### src/rtl/fp_mul_pkg.sv
// Shared FloatMul definitions: exponent-sequencer state encoding, KPG carry codes
// and FP16 exponent constants.
package fp_mul_pkg;

    typedef enum logic [1:0] {
        ST_IDLE = 2'd0,
        ST_ADD  = 2'd1,
        ST_BIAS = 2'd2,
        ST_HOLD = 2'd3
    } exp_state_e;

    localparam logic [1:0] KPG_KILL = 2'b00;
    localparam logic [1:0] KPG_GEN  = 2'b01;
    localparam logic [1:0] KPG_PROP = 2'b10;

    localparam int EXP_W   = 5;
    localparam int EXP_MAX = 31;

    // Prefix operator: a propagating upper group defers to the lower group.
    function automatic logic [1:0] kpg_combine(input logic [1:0] hi, input logic [1:0] lo);
        return hi[1] ? lo : hi;
    endfunction

endpackage

### src/rtl/sum5bit.sv
// 5-bit Kogge-Stone KPG prefix adder with a KPG-coded carry-in; sum[5] is the carry-out.
module sum5bit
    import fp_mul_pkg::*;
(
    input  logic [4:0] a,
    input  logic [4:0] b,
    input  logic [1:0] kIn,
    output logic [5:0] sum
);

    // Element 0 is the carry-in, element i+1 the KPG code of bit i.
    logic [1:0] lvl0 [6];
    logic [1:0] lvl1 [6];
    logic [1:0] lvl2 [6];
    logic [1:0] lvl3 [6];
    logic [5:0] carry;

    always_comb begin
        lvl0[0] = kIn;
        for (int i = 0; i < 5; i++) begin
            if (a[i] & b[i])
                lvl0[i+1] = KPG_GEN;
            else if (a[i] | b[i])
                lvl0[i+1] = KPG_PROP;
            else
                lvl0[i+1] = KPG_KILL;
        end

        lvl1[0] = lvl0[0];
        for (int j = 1; j < 6; j++) lvl1[j] = kpg_combine(lvl0[j], lvl0[j-1]);

        for (int j = 0; j < 2; j++) lvl2[j] = lvl1[j];
        for (int j = 2; j < 6; j++) lvl2[j] = kpg_combine(lvl1[j], lvl1[j-2]);

        for (int j = 0; j < 4; j++) lvl3[j] = lvl2[j];
        for (int j = 4; j < 6; j++) lvl3[j] = kpg_combine(lvl2[j], lvl2[j-4]);

        // Every prefix is anchored at the resolved carry-in, so no propagate code survives.
        for (int j = 0; j < 6; j++) carry[j] = (lvl3[j] == KPG_GEN);

        for (int i = 0; i < 5; i++) sum[i] = a[i] ^ b[i] ^ carry[i];
        sum[5] = carry[5];
    end

endmodule

### src/rtl/fp_exp_add_ctrl.sv
// FP16 multiply result-exponent sequencer: two passes through one shared sum5bit
// (ea+eb, then +NBIAS+norm_inc) with overflow/underflow detection and saturation.
module fp_exp_add_ctrl
    import fp_mul_pkg::*;
#(
    parameter int BIAS = 15,
    parameter bit SAT  = 1'b1
) (
    input  logic             clk,
    input  logic             rst,
    input  logic             in_valid,
    output logic             in_ready,
    input  logic [EXP_W-1:0] exp_a,
    input  logic [EXP_W-1:0] exp_b,
    input  logic             norm_inc,
    output logic             out_valid,
    input  logic             out_ready,
    output logic [EXP_W-1:0] exp_out,
    output logic             overflow,
    output logic             underflow
);

    localparam logic [EXP_W-1:0] NBIAS = EXP_W'(32 - BIAS);

    exp_state_e       state_q, state_d;
    logic [EXP_W-1:0] ea_q, eb_q;
    logic             inc_q;
    logic [5:0]       s6_q;
    logic [EXP_W-1:0] exp_q;
    logic             ovf_q, unf_q;

    logic [EXP_W-1:0] add_a, add_b;
    logic [1:0]       add_k;
    logic [5:0]       add_sum;
    logic             accept;
    logic             ovf_c, unf_c;

    function automatic logic [EXP_W-1:0] sat_exp(input logic [5:0] p6, input logic ovf,
                                                 input logic unf);
        if (SAT && ovf) return EXP_W'(EXP_MAX);
        if (SAT && unf) return '0;
        return p6[EXP_W-1:0];
    endfunction

    always_comb begin
        add_a = ea_q;
        add_b = eb_q;
        add_k = KPG_KILL;
        if (state_q == ST_BIAS) begin
            add_a = s6_q[EXP_W-1:0];
            add_b = NBIAS;
            add_k = {1'b0, inc_q};
        end
    end

    sum5bit u_sum (
        .a   (add_a),
        .b   (add_b),
        .kIn (add_k),
        .sum (add_sum)
    );

    // True exponent T = p6 - 32 + 32*s6[5]; flag against T >= 31 and T <= 0.
    always_comb begin
        ovf_c = 1'b0;
        unf_c = 1'b0;
        if (s6_q[5]) begin
            ovf_c = (add_sum >= 6'd31);
        end else begin
            unf_c = (add_sum <= 6'd32);
            ovf_c = (add_sum == 6'd63);
        end
    end

    assign in_ready  = (state_q == ST_IDLE) || ((state_q == ST_HOLD) && out_ready);
    assign out_valid = (state_q == ST_HOLD);
    assign accept    = in_valid && in_ready;

    always_comb begin
        state_d = state_q;
        unique case (state_q)
            ST_IDLE: if (accept) state_d = ST_ADD;
            ST_ADD:  state_d = ST_BIAS;
            ST_BIAS: state_d = ST_HOLD;
            ST_HOLD: if (out_ready) state_d = in_valid ? ST_ADD : ST_IDLE;
            default: state_d = ST_IDLE;
        endcase
    end

    always_ff @(posedge clk) begin
        if (rst) begin
            state_q <= ST_IDLE;
            ea_q    <= '0;
            eb_q    <= '0;
            inc_q   <= 1'b0;
            s6_q    <= '0;
            exp_q   <= '0;
            ovf_q   <= 1'b0;
            unf_q   <= 1'b0;
        end else begin
            state_q <= state_d;
            if (accept) begin
                ea_q  <= exp_a;
                eb_q  <= exp_b;
                inc_q <= norm_inc;
            end
            if (state_q == ST_ADD) s6_q <= add_sum;
            if (state_q == ST_BIAS) begin
                exp_q <= sat_exp(add_sum, ovf_c, unf_c);
                ovf_q <= ovf_c;
                unf_q <= unf_c;
            end
        end
    end

    assign exp_out   = exp_q;
    assign overflow  = ovf_q;
    assign underflow = unf_q;

endmodule

### config.mk
export PLATFORM = sky130hd
export DESIGN_NAME = fp_exp_add_ctrl
export DESIGN_NICKNAME = d
export VERILOG_FILES = /design/src/rtl/fp_mul_pkg.sv /design/src/rtl/sum5bit.sv /design/src/rtl/fp_exp_add_ctrl.sv
export SDC_FILE = /design/constraint.sdc
export NUM_CORES = 1
export LEC_CHECK = 0
export BUFFER_PORTS_ARGS = -buffer_cell sky130_fd_sc_hd__buf_2
export CAP_MARGIN = 5
export CORE_UTILIZATION = 35
export CTS_CLUSTER_DIAMETER = 120
export DETAILED_ROUTE_END_ITERATION = 16
export PLACE_DENSITY = 0.59
export SYNTH_ARGS = -nofsm -noshare
export SYNTH_HDL_FRONTEND = slang
export SYNTH_SLANG_ARGS = --single-unit
### constraint.sdc
create_clock -name clk -period 8.17 [get_ports clk]
set_input_delay 0.4085 -clock clk [delete_from_list [all_inputs] [get_ports clk]]
set_output_delay 0.4085 -clock clk [all_outputs]
set_load 0.03 [all_outputs]
# After elaboration in Yosys (flattened, before gate mapping)
# Index checks and enable logic that the tools add are counted.
# word_totals
ff_bits	26
in_bits	15
# classes
order_cmp	2
n_eq_ne	12
n_mux	41
bitwise	20
reduce_logical	5
# op_table
operator	count
two-way mux 2 bit	20
two-way mux 5 bit	6
two-way mux 1 bit	14
equality test 2 x 1 -> 1 bit, second input constant	6
XOR 1 bit	10
case mux 2 bit (4 select lines)	1
equality test 6 bit, second input constant	1
>= comparator 6 x 5 -> 1 bit, second input constant	1
<= comparator 6 bit, second input constant	1
bitwise AND 1 bit	5
OR 1 bit	5
equality test 2 bit, second input constant	2
logical AND 1 bit	2
logical NOT 2 bit	1
inequality test 2 x 1 -> 1 bit, second input constant	1
inequality test 2 bit, second input constant	1
AND reduction 2 bit	1
equality test 1 bit, second input constant	1
logical OR 1 bit	1

# Depth between registers and ports, before layout
# Gate-level depths: netlist of run 1.
# depth
ltp_word	20
depth_mapped	12

# Hierarchy
# Synthesis of run 1 repeated with hierarchy kept, for this count alone.
# hier_totals
hier_cells	161
hier_area_um2	1391.3
# by_module_without_submodules
module	n_inst	cells_each	area_per_inst_um2
fp_exp_add_ctrl	1	138	1193.6
sum5bit	1	23	197.7

# Worst setup path before layout of run 1
# No wires, ideal clock.
# synth_timing
kind	flip-flop to flip-flop
startpoint	reg state_q[0]
endpoint	reg ovf_q (netlist: overflow)
setup_ns	0.103
arrival_ns	3.054
t_required_ns	8.067
slack_ns	5.012
stages_incl_launch_ff	12
n_path_buf	1
synth_period_minus_slack_ns	3.158
cell_sequence	dfxtp_1 > inv_1 > ha_1 > buf_2 > mux2_2 > ha_1 > and2_1 > o22a_1 > or3_4 > a2111oi_4 > nor2_2 > a2111oi_2
# synth_via
elab_chain_len	12
elab_cells_between_ends	54
classes_between	order compare (1); eq/ne (8); mux (25); bitwise (20)
# synth_rtl
element	line	source
start: declaration	fp_exp_add_ctrl.sv:25	exp_state_e state_q, state_d;
start signal: assignment	fp_exp_add_ctrl.sv:101	state_q <= state_d;
equality test 2 bit (*)	fp_exp_add_ctrl.sv:49, fp_exp_add_ctrl.sv:108	
two-way mux 5 bit	fp_exp_add_ctrl.sv:49	if (state_q == ST_BIAS) begin
OR 1 bit	sum5bit.sv:23	else if (a[i] | b[i])
two-way mux 2 bit	sum5bit.sv:23	
two-way mux 2 bit	sum5bit.sv:21	if (a[i] & b[i])
two-way mux 2 bit (2 in series)	fp_mul_pkg.sv:21	return hi[1] ? lo : hi;
two-way mux 1 bit	fp_mul_pkg.sv:21	
equality test 2 x 1 -> 1 bit	sum5bit.sv:39	for (int j = 0; j < 6; j++) carry[j] = (lvl3[j] == KPG_GEN);
XOR 1 bit	sum5bit.sv:41	for (int i = 0; i < 5; i++) sum[i] = a[i] ^ b[i] ^ carry[i];
>= comparator 6 x 5 -> 1 bit / equality test 6 bit (equally long branches)	fp_exp_add_ctrl.sv:68, fp_exp_add_ctrl.sv:71	
two-way mux 1 bit	fp_exp_add_ctrl.sv:67	if (s6_q[5]) begin
end signal: assignment	fp_exp_add_ctrl.sv:110	ovf_q <= ovf_c;
end: declaration	fp_exp_add_ctrl.sv:30	logic ovf_q, unf_q;
# Every way passes the cells marked *; elsewhere a longest branch is shown, timed or not.
# A chain may end at the register's enable or synchronous reset.

# Worst setup path in the final report of run 1
# Same ends and word-level chain as after synthesis.

==> results of run 1 <==
state kept, by name, summed over array words and instances, names as in the netlist:
name	flops
exp_out	5
eb_q	5
ea_q	5
state_q	2
s6_q	6
inc_q	1
overflow	1
underflow	1
path summary, 6_finish.rpt:
path / start / endpoint / slack [ns] / cells past startpoint
max: state_q[0] / overflow / 4.71 / 10
min: exp_b[0] / eb_q[0] / 0.35 / 3
max reg2reg: state_q[0] / overflow / 4.71 / 10
min reg2reg: s6_q[4] / s6_q[4] / 0.47 / 2
routing by layer:
| layer | up-vias | share of wire (%) | track usage (%) |
|---|---|---|---|
| met3 | 2 | 4.2 | 4.05 |
| met4 | 0 | 0.62 | 3.13 |
| met5 | - | 0 | 0 |
| met2 | 26 | 41 | 22.9 |
| met1 | 574 | 54 | 19.7 |
| li1 | 655 | - | - |
cell type report:
| cell class | count | area share, % |
|---|---|---|
| Clock buffer | 3 | 2.37 |
| Multi-Input combinational cell | 131 | 54.1 |
| Timing Repair Buffer | 23 | 6.61 |
| Sequential cell | 26 | 29.9 |
| Clock inverter | 1 | 1.73 |
| Inverter | 8 | 1.73 |
| Tap cell | 50 | 3.59 |
cells by family (layout without fill, tap and decap cells):
| family | count (synthesis) | after routing | share of synthesized area (%) |
|---|---|---|---|
| AOI/OAI and AO/OA | 44 | 44 | 21.8 |
| xor gates and xnor gates | 4 | 4 | 2.31 |
| adders and majority gates | 11 | 11 | 9.58 |
| buffers and inverters | 14 | 35 | 3.55 |
| DFF | 26 | 26 | 34.4 |
| muxes | 16 | 16 | 10.8 |
| and+or+nand+nor | 56 | 56 | 17.6 |
power by group through the flow:
stage                     clock network, mW  logic [mW]  registers, mW
after detailed placement                  0       0.328          0.180
after floorplan                           0       0.258          0.184
after global routing                  0.115       0.367          0.181
final                                 0.107       0.327          0.177
after CTS                             0.110       0.329          0.177
after global placement                    0       0.327          0.180
metrics by stage:
stage | worst slack (ns) | cell area [um^2] | instances | hold slack [ns]
floorplan | 5.01 | 1520 | 171 | 0.438
global placement | 4.74 | 1670 | 238 | 0.454
detailed placement | 4.72 | 1670 | 238 | 0.458
CTS | 4.68 | 1740 | 242 | 0.353
global route | 4.32 | 1740 | 242 | 0.356
finish | 4.71 | 1740 | 242 | 0.355
cell usage after synthesis (all sizes together) (4+ instances only):
master,number,area (um^2)
a211oi,5,37.5
a21oi,10,50.1
a22oi,4,30.0
buf,4,16.3
dfxtp,26,521
ha,10,125
inv,8,30.0
mux2i,13,130
nand2,11,41.3
nand2b,4,25.0
nor2,25,96.4
nor2b,4,25.0
o21ai,7,35.0
critical path: stages (launching register included):
cell and delay [ns]:
dfxtp_1 0.34, inv_1 0.16, ha_1 0.51, mux2_2 0.40
ha_1 0.34, and2_1 0.17, o22a_1 0.24, or3_4 0.40
a2111oi_4 0.42, nor2_2 0.08, a2111oi_2 0.31
==> impl_metrics.yaml, run 1 <==
yosys:
  syn_inst: 171
  seq_area_frac_synth_pct: 34.4
  synth.ff_latch_count: 26
  async_flop_share_pct: 0
  syn_nets: 197
  syn_area_um2: 1520
  synth_ff_type: "dfxtp_1"
  yosysWarnings: 0
  synth.avg_cell_area_um2: 8.86
  synth_cell_types: 43
  synth_edf_count: 0
detailed_routing:
  postRouteWirelength_um: 3060
  vias: 1257
  dr.pass1.iters: 4
  postRouteAntennaNets: 0
  drcViolationCount: 0
  vias_per_cell: 5.19
  dr.first_iter.drc_count: 51
  wl_per_cell_um: 12.7
cells_and_area:
  final_core_util_pct: 42.6
  drive_above_1_share_pct: 19.8
  diodes: 0
  nets: 219
  synthToLayoutAreaGrowth_pct: 14.9
  nFillCells: 413
  regArea_um2: 520
  final_common_cell: "dfxtp_1"
  final_cell_mix: "26 x dfxtp_1, 24 x nor2_1, 23 x buf_2"
  multi_input_area_um2: 941
timing:
  finalCriticalPeriod_ns: 3.46
  final-max-slew-violation-count: 0
  setup_tns_ns: 0
  slew_headroom_pct: 57.2
  setup_violations: 0
  max_freq_mhz: 289
  skew_ns: 0.00292
  hold_viol_final: 0
  post-route-period-util_pct: 42.4
  rsz0062_at_grt: "false"
  tightest_slew_ns: 0.640
setup_path:
  cp.required_ns: 8.35
  critPathLaunchType: "register"
  worstSetupPathType: "reg2reg"
  worstPathArrival_ns: 3.64
  end_kind: "register"
  cp_max_fo: 14
floorplan:
  initial_utilization_pct: 37.1
  pin_count: 24
  core_area_um2: 4090
  die_area_um2: 4600
  die_w_um: 67.8
  die_h_um: 67.8
  num_rows: 23
grt:
  antenna_found_initial: 0
  grt.overflow.total: 0
  grt_pass1_vias: 1093
  grt_first_pass_wirelength_um: 5020
  grt_usage_pct: 14.6
  grt_max_degree: 28
clock_tree:
  htreeDepth: 1
  cts_tree: "done"
  post_cts_resized: 0
  post_cts_buffers: 0
  clk_path_buf_depth: 2
  holdBufCountCts: 0
  cts_made_buffers: 3
  clk_pin_slew_ns: 0.09
  clock_sinks: 26
  insertion_delay_ns: 0.28
  cts_root_buf: "clkbuf_8"
power:
  power.density_nw_per_um2: 351
  power.total_mw: 0.611
  max-vdd-ir-drop_v: 0.000151
  power.share.switching_pct: 43.0
  power.internal_mw: 0.348
  leakage_nw: 0.774
  clock_power_share_pct: 17.6
  seqPwrFrac_pct: 28.9
  switchingPower_mw: 0.263
  p_comb_share_pct: 53.5
placed_design:
  dp_hpwl_um: 2300
  port_buffers: 23
  gp_congestion: 0.868
run:
  cap_violations: 0
run_status:
  outcome: "complete, no violations"
worst_hold_path:
  hp-class: "in2reg"
(Power assumes the default switching activity.)
==> run 2, diff against run 1 <==
--- a/config.mk
+++ b/config.mk
@@ -10,7 +10,7 @@
 export CORE_UTILIZATION = 35
 export CTS_CLUSTER_DIAMETER = 120
 export DETAILED_ROUTE_END_ITERATION = 16
-export PLACE_DENSITY = 0.59
+export PLACE_DENSITY = 0.61
 export SYNTH_ARGS = -nofsm -noshare
 export SYNTH_HDL_FRONTEND = slang
 export SYNTH_SLANG_ARGS = --single-unit
==> constraint.sdc (replaced) <==
create_clock -name clk -period 2.9 [get_ports clk]
set_input_delay 0.145 -clock clk [delete_from_list [all_inputs] [get_ports clk]]
set_output_delay 0.145 -clock clk [all_outputs]
set_load 0.03 [all_outputs]
==> impl_metrics.yaml, run 2 (synthesized netlist as in run 1, its figures left out) <==
clock_tree:
  cts_root_buf: "clkbuf_8"
  clk_path_buf_depth: 2
  clk_pin_slew_ns: 0.09
  clock_sinks: 26
  cts_made_buffers: 3
  cts_tree: "done"
  htreeDepth: 1
  insertion_delay_ns: 0.27
placed_design:
  placedCellCount: 248
  port_buffers: 23
  dp_hpwl_um: 2430
  gp_congestion: 0.860
cells_and_area:
  nets: 233
  drive_above_1_share_pct: 30.6
  multi_input_area_um2: 1000
  largest_reg_flops: 6
  nFillCells: 418
  final_cells: 256
  final_cell_mix: "24 x nor2_1, 24 x dfxtp_1, 23 x buf_2"
  diodes: 0
  top_register: "s6_q"
  regArea_um2: 523
  synthToLayoutAreaGrowth_pct: 25.1
setup_path:
  end_kind: "register"
  cp.required_ns: 3.08
  critPathLaunchType: "register"
  cp_max_fo: 7
  worstSetupPathType: "reg2reg"
  worstPathArrival_ns: 2.97
timing:
  tightest_slew_ns: 0.630
  final-max-slew-violation-count: 0
  finalCriticalPeriod_ns: 2.79
  setup_tns_ns: 0
  slew_headroom_pct: 57.9
  setup_violations: 0
  skew_ns: 0.00217
  max_freq_mhz: 359
  hold_viol_final: 0
  post-route-period-util_pct: 96.1
power:
  max-vdd-ir-drop_v: 0.000305
  power.density_nw_per_um2: 964
  leakage_nw: 0.841
  power.total_mw: 1.83
floorplan:
  num_rows: 23
  die_area_um2: 4600
  die_h_um: 67.8
  die_w_um: 67.8
  core_area_um2: 4090
  initial_utilization_pct: 37.1
  pin_count: 24
detailed_routing:
  wl_per_cell_um: 12.5
  vias_per_cell: 4.91
  dr.pass1.iters: 4
  vias: 1257
  drcViolationCount: 0
  dr.first_iter.drc_count: 29
  postRouteWirelength_um: 3200
  postRouteAntennaNets: 0
worst_hold_path:
  hp-class: "in2reg"
grt:
  grt_usage_pct: 15.1
  grt_pass1_vias: 1128
  grt.overflow.total: 0
  antenna_found_initial: 0
  grt_first_pass_wirelength_um: 5110
  grt_max_degree: 28
run_status:
  outcome: "complete, no violations"
run:
  cap_violations: 0
run 2: area by class of cell:
class	count	area share, %
clock buffers	4	2.90
inverters	8	1.58
multi-input cells	131	52.8
flip-flops and latches	26	27.6
well taps	50	3.30
repair buffers	37	11.8
run 2: stage by stage:
step	util, %	hold WS [ns]	worst slack, ns	instance area (um^2)
2_1_floorplan	-	0.289	0.0154	1550
3_3_place_gp	43.3	0.376	0.0662	1770
3_5_place_dp	43.3	0.382	0.0325	1770
4_1_cts	44.6	0.0874	0.00133	1820
5_1_grt	46.4	0.0860	-0.0552	1900
6_report	46.4	0.0944	0.112	1900
run 2: worst paths after layout:
kind	start	endpoint	slack, ns	cells after the start
worst max-delay path	state_q[0]	overflow	0.11	10
worst max register to register	state_q[0]	overflow	0.11	10
worst min-delay path	exp_b[2]	eb_q[2]	0.09	3
worst min register to register	s6_q[4]	s6_q[4]	0.48	2
run 2: power breakdown:
group          total, mW  internal [mW]  switching, mW
clock network      0.235          0.122          0.113
registers          0.501          0.444         0.0566
logic               1.09          0.480          0.612
run 2: routing by layer:
| metal | up-vias | share of wire [%] | global-route usage (%) |
|---|---|---|---|
| met5 | - | 0 | 0 |
| met4 | 0 | 1.2 | 5.47 |
| met3 | 5 | 3.2 | 4.05 |
| met2 | 21 | 45 | 24.4 |
| met1 | 548 | 50 | 19.0 |
| li1 | 683 | - | - |
run 2: critical path: stages (launching register included):
cell and delay [ns]:
dfxtp_2 0.34, inv_2 0.08, ha_4 0.20, buf_4 0.12
mux2_2 0.32, ha_1 0.35, o311a_1 0.31, o21ai_0 0.25
a311oi_4 0.35, a21oi_1 0.10, a2111oi_2 0.27
run 2: repair_timing:
| action | CTS | global route |
|---|---|---|
| gates resized for setup | 0 | 11 |
| hold endpoints to repair | 0 | 0 |
| hold buffers | 0 | 0 |
| endpoints found under the setup margin | 0 | 6 |
| buffers inserted | 0 | 4 |
==> run 3, diff against run 2 <==
--- a/config.mk
+++ b/config.mk
@@ -10,7 +10,7 @@
 export CORE_UTILIZATION = 35
 export CTS_CLUSTER_DIAMETER = 120
 export DETAILED_ROUTE_END_ITERATION = 16
-export PLACE_DENSITY = 0.61
+export PLACE_DENSITY = 0.64
 export SYNTH_ARGS = -nofsm -noshare
 export SYNTH_HDL_FRONTEND = slang
 export SYNTH_SLANG_ARGS = --single-unit
==> impl_metrics.yaml, run 3 (synthesized netlist as in run 1, its figures left out) <==
run_status:
  outcome: "complete, no violations"
floorplan:
  pin_count: 24
  die_area_um2: 4600
  die_h_um: 67.8
  core_area_um2: 4090
  initial_utilization_pct: 37.1
  num_rows: 23
  die_w_um: 67.8
grt:
  grt_pass1_vias: 1242
  antenna_found_initial: 0
  use_met2_pct: 27.0
  grt_max_degree: 28
  grt_usage_pct: 16.5
  grtUsageMet3_pct: 2.53
  top_usage_layer: "met2"
  grt_first_pass_wirelength_um: 5690
  use_met1_pct: 22.4
  grt.overflow.total: 0
setup_path:
  crit_buf_inv: 3
  cp_max_fo: 4
  max_stage_delay_ns: 0.54
  cp_slowest_cell: "or4_1"
  end_kind: "register"
  critPathTopFamily: "simple AND/OR/NAND/NOR gates"
  worstSetupPathType: "reg2reg"
  critPathLaunchType: "register"
  worstPathCellList: "inv_2, ha_4, buf_4, nand2_1, fa_2, and2_4, o22a_1, buf_4, o21ai_4, nand2_2, or4_1, a211oi_2"
  worstPathArrival_ns: 2.99
  cp.required_ns: 3.10
  cp_common_cell: "buf_4"
run:
  cap_violations: 0
placed_design:
  placed_cell_area_um2: 1800
  dp_hpwl_um: 2540
  port_buffers: 23
  gp_congestion: 0.868
cells_and_area:
  final_common_cell: "dfxtp_1"
  largest_reg_flops: 6
  nFillCells: 404
  multi_input_area_um2: 1090
  final_cell_mix: "24 x dfxtp_1, 23 x nor2_1, 23 x buf_2"
  drive_above_1_share_pct: 36.5
  stdcell_area_um2: 1990
  synthToLayoutAreaGrowth_pct: 31.5
  regArea_um2: 523
  diodes: 0
  nets: 235
  top_register: "s6_q"
timing:
  hold_viol_final: 0
  post-route-period-util_pct: 96.2
  slew_headroom_pct: 58.9
  skew_ns: 0.00884
  final-max-slew-violation-count: 0
  max_freq_mhz: 359
  finalCriticalPeriod_ns: 2.79
  tightest_slew_ns: 0.615
  setup_violations: 0
  setup_tns_ns: 0
detailed_routing:
  wl_per_cell_um: 13.9
  drcViolationCount: 0
  postRouteWirelength_um: 3590
  vias_per_cell: 5.27
  dr.pass1.iters: 5
  dr.first_iter.drc_count: 97
  postRouteAntennaNets: 0
  vias: 1359
power:
  power.density_nw_per_um2: 998
  leakage_nw: 0.853
  max-vdd-ir-drop_v: 0.000358
  power.total_mw: 1.99
worst_hold_path:
  hp-class: "in2reg"
clock_tree:
  clock_sinks: 26
  cts_made_buffers: 3
  insertion_delay_ns: 0.27
  cts_tree: "done"
  clk_pin_slew_ns: 0.10
  holdBufCountCts: 0
  cts_root_buf: "clkbuf_8"
  htreeDepth: 1
  clk_path_buf_depth: 2
==> run 3: worst min-delay path, stage by stage <==
cell     delay, ns
buf_2         0.07
mux2i_1       0.05
nor2_1        0.07
==> run 3: final cells by class <==
type                    count  area share (%)
inverters                   8            1.51
well taps                  50            3.14
multi-input cells         131            54.5
flip-flops and latches     26            26.3
clock buffers               4            2.76
repair buffers             39            11.8
==> run 3: metrics by stage <==
| stage | hold WS, ns | worst slack, ns | instances | utilization, % |
|---|---|---|---|---|
| floorplan | 0.289 | 0.0154 | 171 | - |
| global placement | 0.375 | 0.00685 | 252 | 44.0 |
| detailed placement | 0.381 | -0.0210 | 252 | 44.0 |
| CTS | 0.101 | 0.0197 | 257 | 45.9 |
| global route | 0.105 | -0.00478 | 258 | 48.7 |
| finish | 0.0963 | 0.111 | 258 | 48.7 |
==> run 3: metal layers <==
layer	wire, um	vias to the layer above	share of wire [%]
met2	1630	25	45
met4	29	0	0.81
met3	111	4	3.1
met5	0	-	0
met1	1820	640	51
li1	-	690	-
==> run 3: final timing paths <==
check,from,endpoint,slack (ns),cells past startpoint
max,state_q[0],underflow,0.11,12
min,exp_b[4],eb_q[4],0.1,3
max reg2reg,state_q[0],underflow,0.11,12
min reg2reg,exp_out[0],exp_out[0],0.48,2
==> run 3: repair_timing <==
action / in CTS / in global routing
setup buffers: 1 / 1
resized for setup: 4 / 19
setup endpoints to repair: 5 / 7
pin swaps: 4 / 8
==> run 3: report_power, final <==
part / internal (mW) / switching, mW / total, mW
clock network: 0.121 / 0.119 / 0.240
registers: 0.444 / 0.0581 / 0.502
logic: 0.541 / 0.703 / 1.24
total: 1.11 / 0.880 / 1.99
